File: src/rtl/multi_channel_debouncer.sv
// N-channel debouncer: shared sample prescaler, per-channel 2-flop synchroniser
// and a four-state stability FSM emitting registered level and rise/fall pulses.
module multi_channel_debouncer #(
  parameter int unsigned CHANNELS     = 4,
  parameter int unsigned TICK_BITS    = 5,
  parameter int unsigned STABLE_TICKS = 4
) (
  input  logic                clk,
  input  logic                rst,
  input  logic [CHANNELS-1:0] in,
  output logic [CHANNELS-1:0] out,
  output logic [CHANNELS-1:0] rise,
  output logic [CHANNELS-1:0] fall,
  output logic                changed
);

  localparam int unsigned      CNT_W    = (STABLE_TICKS > 1) ? $clog2(STABLE_TICKS) : 1;
  localparam logic [CNT_W-1:0] CNT_LAST = CNT_W'(STABLE_TICKS - 1);

  typedef enum logic [1:0] {
    ZERO   = 2'd0,
    WAIT_1 = 2'd1,
    ONE    = 2'd2,
    WAIT_0 = 2'd3
  } state_t;

  logic [TICK_BITS-1:0] r_presc;
  logic                 w_tick;
  logic [CHANNELS-1:0]  r_sync1;
  logic [CHANNELS-1:0]  r_sync2;
  logic [CHANNELS-1:0]  w_rise_nxt;
  logic [CHANNELS-1:0]  w_fall_nxt;
  logic                 r_changed;

  // Free-running sample prescaler shared by all channels
  always_ff @(posedge clk) begin
    if (rst) r_presc <= '0;
    else     r_presc <= r_presc + TICK_BITS'(1);
  end

  assign w_tick = (r_presc == '1);

  always_ff @(posedge clk) begin
    if (rst) begin
      r_sync1 <= '0;
      r_sync2 <= '0;
    end else begin
      r_sync1 <= in;
      r_sync2 <= r_sync1;
    end
  end

  for (genvar g = 0; g < CHANNELS; g++) begin : g_ch
    state_t           r_state;
    logic [CNT_W-1:0] r_cnt;
    logic             r_out;
    logic             r_rise;
    logic             r_fall;
    logic             w_s;
    logic             w_last;

    assign w_s    = r_sync2[g];
    assign w_last = w_tick && (r_cnt == CNT_LAST);

    // A reversal of s inside a WAIT state takes priority over the tick
    assign w_rise_nxt[g] = (r_state == WAIT_1) &&  w_s && w_last;
    assign w_fall_nxt[g] = (r_state == WAIT_0) && !w_s && w_last;

    always_ff @(posedge clk) begin
      if (rst) begin
        r_state <= ZERO;
        r_cnt   <= '0;
        r_out   <= 1'b0;
        r_rise  <= 1'b0;
        r_fall  <= 1'b0;
      end else begin
        r_rise <= w_rise_nxt[g];
        r_fall <= w_fall_nxt[g];
        case (r_state)
          ZERO: begin
            if (w_s) begin
              r_state <= WAIT_1;
              r_cnt   <= '0;
            end
          end
          WAIT_1: begin
            if (!w_s) begin
              r_state <= ZERO;
            end else if (w_tick) begin
              if (r_cnt == CNT_LAST) begin
                r_state <= ONE;
                r_out   <= 1'b1;
              end else begin
                r_cnt <= r_cnt + CNT_W'(1);
              end
            end
          end
          ONE: begin
            if (!w_s) begin
              r_state <= WAIT_0;
              r_cnt   <= '0;
            end
          end
          WAIT_0: begin
            if (w_s) begin
              r_state <= ONE;
            end else if (w_tick) begin
              if (r_cnt == CNT_LAST) begin
                r_state <= ZERO;
                r_out   <= 1'b0;
              end else begin
                r_cnt <= r_cnt + CNT_W'(1);
              end
            end
          end
          default: begin
            r_state <= ZERO;
            r_cnt   <= '0;
            r_out   <= 1'b0;
          end
        endcase
      end
    end

    assign out[g]  = r_out;
    assign rise[g] = r_rise;
    assign fall[g] = r_fall;
  end

  always_ff @(posedge clk) begin
    if (rst) r_changed <= 1'b0;
    else     r_changed <= |(w_rise_nxt | w_fall_nxt);
  end

  assign changed = r_changed;

endmodule

File: config.mk
export PLATFORM = sky130hd
export DESIGN_NAME = multi_channel_debouncer
export DESIGN_NICKNAME = d
export VERILOG_FILES = /design/src/rtl/multi_channel_debouncer.sv
export SDC_FILE = /design/constraint.sdc
export NUM_CORES = 1
export LEC_CHECK = 0
export ABC_AREA = 1
export CORE_MARGIN = 5
export CORE_UTILIZATION = 57
export CTS_BUF_LIST = sky130_fd_sc_hd__clkbuf_8
export DETAILED_ROUTE_END_ITERATION = 10
export HOLD_SLACK_MARGIN = 0.1
export PLACE_DENSITY = 0.81
export SYNTH_ARGS = -nofsm -noshare
export SYNTH_HDL_FRONTEND = slang
export SYNTH_SLANG_ARGS = --single-unit
File: constraint.sdc
create_clock -name clk -period 1.9 [get_ports clk]
set_clock_uncertainty 0.15 [all_clocks]
set_input_delay 0.38 -clock clk [delete_from_list [all_inputs] [get_ports clk]]
set_output_delay 0.38 -clock clk [all_outputs]
set_load 0.1 [all_outputs]
==> impl_metrics.yaml <==
worst_setup_path:
  r2r-end: "g_ch[3].r_out"
  crit_type: "reg2reg"
  worst_setup_path_start_kind: "flop"
  worstPathCellList: "ha_1, nand2_1, nor2_1, ha_2, nand3_1, nor2_2, nand2_1, nand3_1, inv_1"
  cp_slowest_cell: "dfxtp_1"
  reg2reg_from: "r_presc[0]"
  critPathMaxStageDelay_ns: 0.36
  path_buf_inv: 1
  ff2ff_path_depth: 9
  worstPathArrival_ns: 1.77
  crit_fanout: 5
  critPathTopFamily: "simple AND/OR/NAND/NOR gates"
  required_ns: 1.94
  worst_setup_path_end_kind: "flop"
  r2r_slack_ns: 0.17
synth:
  synth-async-reset-ratio_pct: 0
  synth_seq_cells: 42
  synth-simple-area-share_pct: 24.1
  syn_area_mm2: 0.00172
  yosysSeqAreaShare_pct: 49.0
  yosys_warnings: 0
  synthTopCellsByCount: "nand2_1, dfxtp_1, nor2_1, inv_1, buf_4"
  synth_top_area_share_pct: 49.0
  syn_avg_cell_area_um2: 7.59
  synth_top_family_by_area: "simple AND/OR/NAND/NOR gates"
  synth_compound_area_share_pct: 8.02
  yosysMostFrequentCell: "nand2_1"
  synth.area.top_cells: "dfxtp_1, nand2_1, nor2_1, inv_1, buf_4"
  yosysTopAreaCell: "dfxtp_1"
  synthCells: 226
  synth_edf_count: 0
  synthesis.nets: 238
  synth_fa_ha_area_share_pct: 4.38
  synth_xor_area_share_pct: 0
  synth_cell_types: 22
  ys.flop_type: "dfxtp_1"
  synthMuxAreaShare_pct: 0
floorplan:
  start_util_pct: 57.6
  pin_count: 19
  die_y_um: 64.9
  fp.dieW_um: 64.9
  core_area_mm2: 0.00298
  placementRows: 20
  die_area_mm2: 0.00421
sta:
  setup_viol: 0
  max_freq_mhz: 576
  tightest_slew_ns: 0.394
  fin_tns_setup_ns: 0
  rsz0062_at_grt: "false"
  maxSlewViolCount: 0
  finalCritPeriodShare_pct: 91.3
  hold_viol: 0
  timing.hold.ws_ns: 0.254
  slew_headroom_pct: 73.7
  fin_crit_ns: 1.73
  fin_ws_ns: 0.165
placed_design:
  io_buffers: 18
  place_ws_ns: 0.113
  routabilityCongestion: 0.785
  placed_area_mm2: 0.00196
  dp.cells: 262
  hpwl_mm: 2.07
min_path:
  holdPathEnd: "r_sync2[0]"
  hold_depth: 2
  worstHoldStart: "r_sync1[0]"
  hold_path.class: "reg2reg"
route:
  drc: 0
  vias: 1289
  drt_iter0_drc: 57
  wl_per_cell_um: 10.3
  routed_wl_mm: 2.78
  ant_nets: 0
  dr.pass1.iters: 4
  vias_per_cell: 4.79
cts:
  clk_pin_slew_worst_paths_ns: 0.07
  cts_hold_buf: 0
  ctsHtreeMaxLevel: 2
  cts_buffer_depth: 2
  post-cts-setup-buffers: 0
  cts_resized: 0
  clock_sinks: 42
  cts_tree: "built"
  cts_buffers: 5
  clockRootBuffer: "clkbuf_8"
  insertion_delay_ns: 0.28
power:
  p_leak_nw: 0.919
  peakVddDrop_v: 0.000622
  p_per_area_mw_per_mm2: 738
run:
  maxCapViolations: 0
global_route:
  grtUsageTotal_pct: 14.8
  grt_pass1_wl_mm: 4.88
  grt_pass1_vias: 1188
  grt_max_degree: 26
  grt_overflow_total: 0
  antenna_found_initial: 0
final_layout:
  fin_cells: 269
  syn_to_final_growth_pct: 19.1
  nNetsFinal: 248
  antennaDiodeCount: 0
  final_cell_area_mm2: 0.00204
  layout-drive-gt1-share_pct: 11.9
  nFillCells: 239
status:
  status: "finished clean"
per-layer routing:
layer | vias to the layer above | wire length [um] | global-route usage [%]
met5 | - | 0 | 0
met4 | 0 | 54 | 6.86
met3 | 7 | 104 | 4.51
met2 | 18 | 1240 | 22.6
met1 | 555 | 1380 | 18.9
li1 | 709 | - | -
tightest hold or removal path: cells and delay by family (launching register included):
| family | cells | cell delay (ns) |
|---|---|---|
| flip-flops | 1 | 0.30 |
| buffers and inverters | 1 | 0.04 |
| AND/OR/NAND/NOR | 1 | 0.03 |
flip-flops by register name (all words and copies together), names as in the netlist, named ones only:
name	flops
changed	1
g_ch.r_cnt	8
g_ch.r_fall	4
g_ch.r_out	4
g_ch.r_rise	4
g_ch.r_state	4
r_presc	5
r_sync1	4
r_sync2	4
cells by family (layout without fill, tap and decap cells):
logic type      after synthesis  in the layout
buf+inv                      52             62
flops                        42             42
simple gates                102            102
fa+ha+maj                     6              6
compound gates               24             24
through the flow:
step / utilization [%] / total power, mW
after floorplan: - / 0.989
after global placement: 65.9 / 1.01
after detailed placement: 65.9 / 1.01
after CTS: 68.4 / 1.52
after global routing: 68.6 / 1.58
final: 68.6 / 1.51
placed cells by master (no fill, tap or decap):
| master | Yosys | routed |
|---|---|---|
| nor3_1 | 2 | 2 |
| ha_2 | 0 | 1 |
| o211ai_1 | 4 | 4 |
| nand4_1 | 1 | 1 |
| nor4_1 | 1 | 1 |
| o21ai_0 | 6 | 6 |
| inv_1 | 31 | 32 |
| buf_12 | 0 | 13 |
| clkbuf_8 | 0 | 5 |
| clkdlybuf4s50_1 | 0 | 5 |
| o21ai_2 | 1 | 1 |
| a211oi_1 | 1 | 1 |
| nand2_1 | 44 | 44 |
| nand2_2 | 2 | 2 |
| inv_2 | 3 | 4 |
| dfxtp_1 | 42 | 42 |
| o21ai_1 | 3 | 3 |
| nor2_1 | 39 | 38 |
| buf_4 | 13 | 1 |
| clkinv_1 | 2 | 2 |
| nor2_2 | 0 | 1 |
| and3_1 | 2 | 2 |
| ha_1 | 6 | 5 |
| a21oi_1 | 8 | 8 |
| nand3_1 | 11 | 11 |
| o22ai_1 | 1 | 1 |
how the worst max path moves through the flow:
stage / cells past startpoint / end / from
6_report: 9 / g_ch[3].r_out / r_presc[0]
3_3_place_gp: 11 / g_ch[2].r_cnt[1] / r_presc[0]
4_1_cts: 9 / g_ch[3].r_out / r_presc[0]
5_1_grt: 9 / g_ch[3].r_out / r_presc[0]
2_1_floorplan: 11 / g_ch[2].r_cnt[1] / r_presc[0]
3_5_place_dp: 11 / g_ch[3].r_cnt[1] / r_presc[0]
power breakdown:
| part | total [mW] | internal [mW] | switching [mW] |
|---|---|---|---|
| registers | 0.917 | 0.902 | 0.0151 |
| logic | 0.0730 | 0.0307 | 0.0423 |
| clock network | 0.517 | 0.242 | 0.274 |
final cells by class:
| cell class | instances | area (um2) | area share [%] |
|---|---|---|---|
| timing repair buffer | 19 | 318 | 15.6 |
| clock buffer | 5 | 68.8 | 3.37 |
| clock inverter | 2 | 7.51 | 0.367 |
| tap | 33 | 41.3 | 2.02 |
| inverter | 36 | 135 | 6.61 |
| sequential | 42 | 841 | 41.2 |
| multi-input combinational | 132 | 632 | 30.9 |
Note: power is estimated with default switching activity, not from simulation.
